<file path="config.mk">
export PLATFORM = sky130hd
export DESIGN_NAME = mmcm_drp_arbiter_flat
export DESIGN_NICKNAME = d
export VERILOG_FILES = /design/src/rtl/mmcm_drp_arbiter_if.sv /design/src/rtl/mmcm_drp_arbiter.sv /design/src/flat_wrapper.sv
export SDC_FILE = /design/constraint.sdc
export NUM_CORES = 1
export LEC_CHECK = 0
export CAP_MARGIN = 20
export CORE_AREA = 5 5 82 84
export CTS_BUF_LIST = sky130_fd_sc_hd__clkbuf_8
export CTS_CLUSTER_SIZE = 12
export DETAILED_ROUTE_END_ITERATION = 6
export DIE_AREA = 0 0 87 89
export DONT_BUFFER_PORTS = 1
export PLACE_DENSITY = 0.67
export SETUP_SLACK_MARGIN = 0.2
export SLEW_MARGIN = 30
export SYNTH_ARGS = -nofsm -noshare
export SYNTH_HDL_FRONTEND = slang
export SYNTH_SLANG_ARGS = --single-unit
</file>
<file path="constraint.sdc">
create_clock -name dclk -period 1.8 [get_ports dclk]
set_input_delay 0 -clock dclk [delete_from_list [all_inputs] [get_ports dclk]]
set_output_delay 0 -clock dclk [all_outputs]
set_load 0.1 [all_outputs]
</file>
<file path="src/rtl/mmcm_drp_arbiter_if.sv">
// -----------------------------------------------------------------------------
// mmcm_drp_arbiter_if
//   DRP pin bundle of one MMCME2_ADV / PLLE2_ADV.
//
//   Signals:
//     den    1       enable strobe, one cycle per transaction
//     dwe    1       write enable, qualified by den
//     daddr  ADDR_W  register address
//     di     DATA_W  write data
//     dout   DATA_W  read data returned by the primitive (DO)
//     drdy   1       transaction-complete strobe from the primitive
//
//   Modports:
//     master  the side that issues transactions (the arbiter)
//     slave   the MMCM/PLL side (or a model of it)
// -----------------------------------------------------------------------------
interface mmcm_drp_arbiter_if #(
  parameter int ADDR_W = 7,
  parameter int DATA_W = 16
);
  logic              den;
  logic              dwe;
  logic [ADDR_W-1:0] daddr;
  logic [DATA_W-1:0] di;
  logic [DATA_W-1:0] dout;
  logic              drdy;

  modport master (output den, dwe, daddr, di, input dout, drdy);
  modport slave  (input den, dwe, daddr, di, output dout, drdy);
endinterface

</file>
<file path="src/rtl/mmcm_drp_arbiter.sv">
// -----------------------------------------------------------------------------
// mmcm_drp_arbiter
//   Shares the single DRP port of an MMCM/PLL between two requesters
//   (typically the reconfiguration sequencer and a debug/readback agent).
//   One transaction at a time, round-robin arbitration, single-cycle DEN,
//   then wait for DRDY and return data plus a done pulse to the owner.
//   Everything runs on the rising edge of dclk.
//
//   Ports:
//     dclk, rst_n            DRP clock, asynchronous active-low reset
//     rN_valid               request, held by the requester until rN_done
//     rN_we/addr/wdata       transaction description, sampled only in IDLE
//     rN_done                one-cycle completion pulse
//     rN_rdata               read data, valid with rN_done, held until next
//     rN_err                 timeout flag, valid with rN_done
//     drp                    DRP pins to the primitive (master modport)
//     busy                   high from grant until the done cycle
//     grant                  index of current or last owner
//     spurious_drdy          sticky, drdy seen while not waiting for it
//
//   Build option:
//     DRP_ARB_TIMEOUT_EN     when defined, a transaction with no drdy within
//                            TIMEOUT_CYCLES of the DEN pulse completes with
//                            rN_err=1 and rN_rdata all-ones. When undefined
//                            the wait is unbounded and rN_err is tied low.
// -----------------------------------------------------------------------------
module mmcm_drp_arbiter #(
  parameter int ADDR_W         = 7,
  parameter int DATA_W         = 16,
  parameter int TIMEOUT_CYCLES = 64
) (
  input  logic                  dclk,
  input  logic                  rst_n,

  input  logic                  r0_valid,
  input  logic                  r0_we,
  input  logic [ADDR_W-1:0]     r0_addr,
  input  logic [DATA_W-1:0]     r0_wdata,
  output logic                  r0_done,
  output logic [DATA_W-1:0]     r0_rdata,
  output logic                  r0_err,

  input  logic                  r1_valid,
  input  logic                  r1_we,
  input  logic [ADDR_W-1:0]     r1_addr,
  input  logic [DATA_W-1:0]     r1_wdata,
  output logic                  r1_done,
  output logic [DATA_W-1:0]     r1_rdata,
  output logic                  r1_err,

  mmcm_drp_arbiter_if.master    drp,

  output logic                  busy,
  output logic                  grant,
  output logic                  spurious_drdy
);

  if (TIMEOUT_CYCLES < 2 || TIMEOUT_CYCLES > 65535) begin : g_bad_timeout
    $error("mmcm_drp_arbiter: TIMEOUT_CYCLES must be within 2..65535");
  end

  localparam logic [1:0] S_IDLE  = 2'd0;
  localparam logic [1:0] S_ISSUE = 2'd1;
  localparam logic [1:0] S_WAIT  = 2'd2;
  localparam logic [1:0] S_DONE  = 2'd3;

  logic [1:0] state;
  logic       prio;         // requester that wins when both are valid
  logic       op_we;        // latched direction of the transaction in flight
  logic       pick;
  logic       wait_exit;
  logic       timeout_hit;

  // A lone requester wins; on contention the one not served last wins.
  assign pick      = r1_valid & (~r0_valid | prio);
  assign wait_exit = (state == S_WAIT) && (drp.drdy || timeout_hit);

`ifdef DRP_ARB_TIMEOUT_EN
  localparam logic [15:0] TIMEOUT_LAST = 16'(TIMEOUT_CYCLES - 1);

  // Counts WAIT cycles; it is zero in the first WAIT cycle because ISSUE
  // clears it, so the abort lands TIMEOUT_CYCLES cycles after WAIT entry.
  logic [15:0] wait_cnt;

  always_ff @(posedge dclk or negedge rst_n) begin
    if (!rst_n)               wait_cnt <= '0;
    else if (state != S_WAIT) wait_cnt <= '0;
    else                      wait_cnt <= wait_cnt + 16'd1;
  end

  assign timeout_hit = (state == S_WAIT) && !drp.drdy && (wait_cnt == TIMEOUT_LAST);

  always_ff @(posedge dclk or negedge rst_n) begin
    if (!rst_n) begin
      r0_err <= 1'b0;
      r1_err <= 1'b0;
    end else if (wait_exit) begin
      if (grant) r1_err <= timeout_hit;
      else       r0_err <= timeout_hit;
    end
  end
`else
  assign timeout_hit = 1'b0;
  assign r0_err      = 1'b0;
  assign r1_err      = 1'b0;
`endif

  // NOTE: every register in this block uses non-blocking assignments so all
  // of them sample pre-edge values; blocking here would create order races.
  always_ff @(posedge dclk or negedge rst_n) begin
    if (!rst_n) begin
      state         <= S_IDLE;
      prio          <= 1'b0;
      op_we         <= 1'b0;
      grant         <= 1'b0;
      busy          <= 1'b0;
      spurious_drdy <= 1'b0;
      drp.den       <= 1'b0;
      drp.dwe       <= 1'b0;
      drp.daddr     <= '0;
      drp.di        <= '0;
      r0_done       <= 1'b0;
      r1_done       <= 1'b0;
      r0_rdata      <= '0;
      r1_rdata      <= '0;
    end else begin
      // NOTE: strobes default low each cycle so each one is raised by exactly
      // one state transition and can never stick high.
      drp.den <= 1'b0;
      drp.dwe <= 1'b0;
      r0_done <= 1'b0;
      r1_done <= 1'b0;

      if (drp.drdy && state != S_WAIT) spurious_drdy <= 1'b1;

      case (state)
        S_IDLE: begin
          if (r0_valid || r1_valid) begin
            grant     <= pick;
            busy      <= 1'b1;
            op_we     <= pick ? r1_we : r0_we;
            drp.den   <= 1'b1;
            drp.dwe   <= pick ? r1_we : r0_we;
            drp.daddr <= pick ? r1_addr : r0_addr;
            drp.di    <= pick ? r1_wdata : r0_wdata;
            state     <= S_ISSUE;
          end
        end
        S_ISSUE: state <= S_WAIT;
        S_WAIT: begin
          if (wait_exit) begin
            busy  <= 1'b0;
            state <= S_DONE;
            if (grant) r1_done <= 1'b1;
            else       r0_done <= 1'b1;
            // Writes leave rdata alone; an aborted transaction reads all-ones.
            if (timeout_hit) begin
              if (grant) r1_rdata <= '1;
              else       r0_rdata <= '1;
            end else if (!op_we) begin
              if (grant) r1_rdata <= drp.dout;
              else       r0_rdata <= drp.dout;
            end
          end
        end
        S_DONE: begin
          prio  <= ~grant;
          state <= S_IDLE;
        end
        default: state <= S_IDLE;
      endcase
    end
  end

endmodule

</file>
<file path="src/flat_wrapper.sv">
// flat-port wrapper written by rule: the top's interface ports become plain ports
module mmcm_drp_arbiter_flat 
#(
  parameter int ADDR_W         = 7,
  parameter int DATA_W         = 16,
  parameter int TIMEOUT_CYCLES = 64
)
  (dclk, rst_n, r0_valid, r0_we, r0_addr, r0_wdata, r0_done, r0_rdata, r0_err, r1_valid, r1_we, r1_addr, r1_wdata, r1_done, r1_rdata, r1_err, busy, grant, spurious_drdy, drp_den, drp_dwe, drp_daddr, drp_di, drp_dout, drp_drdy);
  mmcm_drp_arbiter_if #(.ADDR_W(ADDR_W), .DATA_W(DATA_W)) drp_i ();
  input  logic dclk;
  input  logic rst_n;
  input  logic r0_valid;
  input  logic r0_we;
  input  logic [ADDR_W-1:0] r0_addr;
  input  logic [DATA_W-1:0] r0_wdata;
  output logic r0_done;
  output logic [DATA_W-1:0] r0_rdata;
  output logic r0_err;
  input  logic r1_valid;
  input  logic r1_we;
  input  logic [ADDR_W-1:0] r1_addr;
  input  logic [DATA_W-1:0] r1_wdata;
  output logic r1_done;
  output logic [DATA_W-1:0] r1_rdata;
  output logic r1_err;
  output logic busy;
  output logic grant;
  output logic spurious_drdy;
  output wire logic [$bits(drp_i.den)-1:0] drp_den;
  output wire logic [$bits(drp_i.dwe)-1:0] drp_dwe;
  output wire logic [$bits(drp_i.daddr)-1:0] drp_daddr;
  output wire logic [$bits(drp_i.di)-1:0] drp_di;
  input wire logic [$bits(drp_i.dout)-1:0] drp_dout;
  input wire logic [$bits(drp_i.drdy)-1:0] drp_drdy;
  assign drp_den = drp_i.den;
  assign drp_dwe = drp_i.dwe;
  assign drp_daddr = drp_i.daddr;
  assign drp_di = drp_i.di;
  assign drp_i.dout = drp_dout;
  assign drp_i.drdy = drp_drdy;
  mmcm_drp_arbiter #(.ADDR_W(ADDR_W), .DATA_W(DATA_W), .TIMEOUT_CYCLES(TIMEOUT_CYCLES)) u_core (.dclk(dclk), .rst_n(rst_n), .r0_valid(r0_valid), .r0_we(r0_we), .r0_addr(r0_addr), .r0_wdata(r0_wdata), .r0_done(r0_done), .r0_rdata(r0_rdata), .r0_err(r0_err), .r1_valid(r1_valid), .r1_we(r1_we), .r1_addr(r1_addr), .r1_wdata(r1_wdata), .r1_done(r1_done), .r1_rdata(r1_rdata), .r1_err(r1_err), .drp(drp_i), .busy(busy), .grant(grant), .spurious_drdy(spurious_drdy));
endmodule
</file>
# Word-level counts from Yosys, hierarchy flattened
# Index checks and enable logic that the tools add are counted.
dict set report totals {
  elab_cells 54
  reg_bits 66
  output_inout_bits 64
}
dict set report classes {
  eq_ne 6
  mux 19
  bitwise 5
  reduce_logical 10
}
# op count
set ops {}
lappend ops {{$mux W16} 1}
lappend ops {{$mux W1} 13}
lappend ops {{$pmux W2 S4} 1}
lappend ops {{$reduce_and A4 Y1} 2}
lappend ops {{$mux W7} 1}
lappend ops {{$eq A2 B2 Y1 const B} 2}
lappend ops {{$mux W2} 2}
lappend ops {{$ne A2 B1 Y1 const B} 2}
lappend ops {{$reduce_and A2 Y1} 2}
lappend ops {{$not A1 Y1} 3}
lappend ops {{$reduce_and A3 Y1} 1}
lappend ops {{$eq A2 B1 Y1 const B} 1}
lappend ops {{$logic_and A1 B1 Y1} 2}
lappend ops {{$logic_not A2 Y1} 1}
lappend ops {{$ne A2 B2 Y1 const B} 1}
lappend ops {{$pmux W1 S2} 1}
lappend ops {{$reduce_bool A2 Y1} 1}
lappend ops {{$and A1 B1 Y1} 1}
lappend ops {{$logic_or A1 B1 Y1} 1}
lappend ops {{$or A1 B1 Y1} 1}

# Depth between registers and ports, before layout
dict set report logic_depth {
  ltp_word 6
  mapped_depth 7
  ltp_nobuf 6
}

# Worst setup path before layout
# OpenSTA, ideal clock, no wires.
dict set report synth_path {
  path_type {register to register}
  startpoint {register u_core.grant}
  endpoint {register u_core.r1_rdata[10]}
  setup_time_ns 0.125
  path_buffers 2
  slack_ns -0.289
  arrival_ns 1.964
  period_less_slack_ns 2.089
  path_stages_with_launch 6
  path_cell_list {dfrtp_1 > and3_4 > nand2b_2 > buf_6 > buf_12 > mux2_4}
}
dict set report synth_between {
  elab_chain_cells 1
}
# item line_no
set synth_lines {}
lappend synth_lines {{from (decl)} mmcm_drp_arbiter.sv:54} ;# output logic grant,
lappend synth_lines {{from (signal assigned)} mmcm_drp_arbiter.sv:139} ;# grant <= pick;
lappend synth_lines {{$reduce_and A4 Y1 (no line)} n/a}
lappend synth_lines {{to (signal assigned)} mmcm_drp_arbiter.sv:161} ;# if (grant) r1_rdata <= drp.dout;
lappend synth_lines {{to (decl)} mmcm_drp_arbiter.sv:48} ;# output logic [DATA_W-1:0] r1_rdata,
# Every way passes these cells.
# A chain may end at the register's enable or synchronous reset.

# Final worst setup path
dict set report layout_path {
  startpoint {register u_core.state[0]}
  endpoint {register u_core.r0_rdata[15]}
}
dict set report layout_between {
  elab_chain_cells 3
}
# item line_no
set layout_lines {}
lappend layout_lines {{from (decl)} mmcm_drp_arbiter.sv:67} ;# logic [1:0] state;
lappend layout_lines {{from (signal assigned)} mmcm_drp_arbiter.sv:112} ;# state <= S_IDLE;
lappend layout_lines {{from (signal assigned)} mmcm_drp_arbiter.sv:146} ;# state <= S_ISSUE;
lappend layout_lines {{from (signal assigned)} mmcm_drp_arbiter.sv:149} ;# S_ISSUE: state <= S_WAIT;
lappend layout_lines {{$eq A2 B2 Y1 (*)} {mmcm_drp_arbiter.sv:76, mmcm_drp_arbiter.sv:136}}
lappend layout_lines {{$logic_and A1 B1 Y1} mmcm_drp_arbiter.sv:76} ;# assign wait_exit = (state == S_WAIT) && (drp.drdy || timeout_hit);
lappend layout_lines {{$reduce_and A4 Y1 (no line) (*)} n/a}
lappend layout_lines {{to (signal assigned)} mmcm_drp_arbiter.sv:162} ;# else r0_rdata <= drp.dout;
lappend layout_lines {{to (decl)} mmcm_drp_arbiter.sv:40} ;# output logic [DATA_W-1:0] r0_rdata,
# Every way passes the cells marked *; elsewhere a longest branch is shown, timed or not.

==> key figures <==
Worst setup path
  • Buf+Inv Stages, Crit Path: 2
  • Delay-heaviest family, CP: flip-flops
  • Crit path kind: reg -> reg
  • CP peak stage delay: 400 ps
  • FF-to-FF path depth: 6
  • Stages on worst setup path: 6
  • R2r startpoint: u_core.state[0]
  • Worst EP required: 2010 ps
  • Slowest stage cell, crit path: dfrtp_1
  • CP Cell Sequence: inv_2 -> ha_4 -> nand2_2 -> nor3_4 -> buf_12 -> mux2_2
  • Worst setup EP type: register
  • FF-to-FF setup slack: 210 ps
  • Reg2reg end: u_core.r0_rdata[15]
  • Critical path launch point type: register
  • Critical Path Fanout Max: 16
  • Worst endpoint data arrival time: 1810 ps

GRT
  • Largest net degree at the start of global routing: 67
  • GRT Util Overall: 23.7%
  • Total grt overflow: 0
  • Vias in the first global route: 2782
  • Antenna violations before repair: 0
  • Global-route wire length before repair: 14000 microns

Yosys
  • Synth Flop Type: dfrtp_1
  • Seq/Total Area, Yosys: 57.4%
  • Cell count after synthesis: 245
  • Synth cell types: 30
  • Count leader, synth: dfrtp_1
  • Post-synth EDFFs: 0
  • Synth area leaders: dfrtp_1 57%, mux2_2 9.0%, a31oi_1 5.2%
  • Synthesized cell area: 0.00288 sq mm
  • Number of synthesized register bits: 66
  • Synthesized area per cell: 11.7 sq um
  • Most frequent cells after synthesis: 66 x dfrtp_1, 28 x nor2_1, 24 x a21oi_1, 24 x a31oi_1, 24 x o21ai_0
  • Share of the synthesized area in the top cell type: 57.4%
  • FFs w/ async S/R, synth: 100%
  • Post-synthesis cell type with the largest combined area: dfrtp_1
  • Synthesis Warnings: 0

Min path
  • Hold Crit Depth: 2
  • Hold path start: r0_valid
  • Min-delay worst type: in -> reg
  • WHS Endpoint: u_core.drp.den

Die
  • Die height: 89 microns
  • Die area: 0.00774 sq mm
  • Core Area: 0.00585 sq mm
  • Die X: 87 microns
  • Initial core utilization: 49.1%
  • I/O Pins: 133
  • Num rows: 28

Drt
  • Wire per inst: 19.0 microns
  • Drt drc: 0
  • 1st-iter DRT viols: 149
  • Antenna violation net count after detailed routing: 0
  • Total number of vias: 2536
  • Final WL: 8790 microns
  • Via density per instance: 5.49
  • DRT Pass-1 Iters: 5

Timing
  • Final setup fails: 0
  • Final period utilization: 88.5%
  • Setup tns final: 0 ps
  • Relative max-transition margin: 37.4%
  • F_max: 628 MHz
  • Fin crit period: 1590 ps
  • Clk_skew: 7.30 ps
  • Final count of hold timing violations: 0
  • Max-slew violation count: 0
  • RSZ-0062 raised after global routing: yes
  • Worst slew pin tran: 936 ps

Placed design
  • Placed Cells: 370
  • Placed Area: 0.00341 sq mm
  • DPL Wire Length: 4960 microns
  • Global placement routability congestion: 0.768
  • IO Port Bufs: 0

Clocking
  • CTS tree: yes
  • Clock latency on the worst-skew pair: 340 ps
  • Root Driver: clkbuf_8
  • Clock transition at path regs: 70 ps
  • H-tree depth: 3
  • TritonCTS buffer count: 9
  • CTS Buffer Depth: 2
  • Clk sink count: 66

Final layout
  • Filler instances: 373
  • Share of cells above drive strength 1: 33.8%
  • Fin cells: 462
  • Cell area after layout: 0.00441 sq mm
  • Layout Nets: 454
  • Final Core Density: 75.3%
  • Area growth syn-to-layout: 53.3%

Status
  • Status: finished clean

Flow run
  • Max-Cap Viols: 0
## metrics by stage
step	setup slack, ps	hold slack (ps)
after floorplan	188	-296
after global placement	278	-294
after detailed placement	213	-294
after CTS	208	42.7
after global routing	139	18.6
final	207	9.04
## per-layer routing
| layer | share of wire (%) | global-route usage (%) | up-vias |
|---|---|---|---|
| met5 | 0 | 0 | - |
| met4 | 2.8 | 12.7 | 0 |
| met3 | 10 | 7.00 | 29 |
| met2 | 48 | 39.3 | 163 |
| met1 | 39 | 27.8 | 1208 |
| li1 | - | - | 1136 |
## worst max path at each step
stage                    start                   to  slack (ps)
5_1_grt        u_core.state[0]  u_core.r0_rdata[14]         140
3_3_place_gp   u_core.state[1]          u_core.busy         280
3_5_place_dp   u_core.state[0]  u_core.r0_rdata[13]         210
4_1_cts        u_core.state[0]  u_core.r0_rdata[13]         210
2_1_floorplan     u_core.grant  u_core.r0_rdata[10]         190
6_report       u_core.state[0]  u_core.r0_rdata[15]         210
## layout make-up
cell class,count,area (sq um),share of cell area (%)
antenna,2,5.00,0.114
clock buffer,9,124,2.81
clock inverter,6,82.6,1.87
inverter,7,31.3,0.710
multi-input combinational,154,1110,25.2
sequential,66,1660,37.6
tap,75,93.8,2.13
timing repair buffer,143,1300,29.6
## placed cells by master (no fill, tap or decap), drive strengths merged
cell and instances:
clkinvlp 1, nand3 1, mux2i 2, nand2b 2
buf 71, a32o 1, and3 1, ha 4
dlygate4sd3 72, o21ai 25, clkbuf 9, mux2 33
conb 2, nor2b 1, bufinv 2, a31oi 24
dfrtp 66, a21boi 1, inv 7, clkinv 3
nor3 1, a21o 1, o22ai 1, nand2 1
diode 2, nor2 28, a2bb2oi 1, a21oi 24
## cells by family (layout without fill, tap and decap cells)
logic type | Yosys count | after routing | synth area share (%)
flip-flops | 66 | 66 | 57.4
AND/OR/NAND/NOR | 35 | 35 | 5.66
buffers and inverters | 26 | 165 | 4.83
AO/OA/AOI/OAI | 78 | 78 | 15.3
adder cells (fa/ha/maj) | 4 | 4 | 1.74
multiplexers | 35 | 35 | 14.9
other | 1 | 4 | 0.130
## sequential cells by signal (all words and copies together) (netlist names)
signal,cells
u_core.busy,1
u_core.drp.daddr,7
u_core.drp.den,1
u_core.drp.di,16
u_core.drp.dwe,1
u_core.grant,1
u_core.op_we,1
u_core.prio,1
u_core.r0_done,1
u_core.r0_rdata,16
u_core.r1_done,1
u_core.r1_rdata,16
u_core.spurious_drdy,1
u_core.state,2
## repair_timing
item | in CTS | in global routing
endpoints found under the setup margin | 0 | 43
resized for setup | 0 | 6
hold endpoints to repair | 129 | 0
hold buffers | 73 | 0
setup buffers | 0 | 2
Power is not shown: default switching activity piles up to over one toggle a cycle in this logic, so the estimate is an artifact.
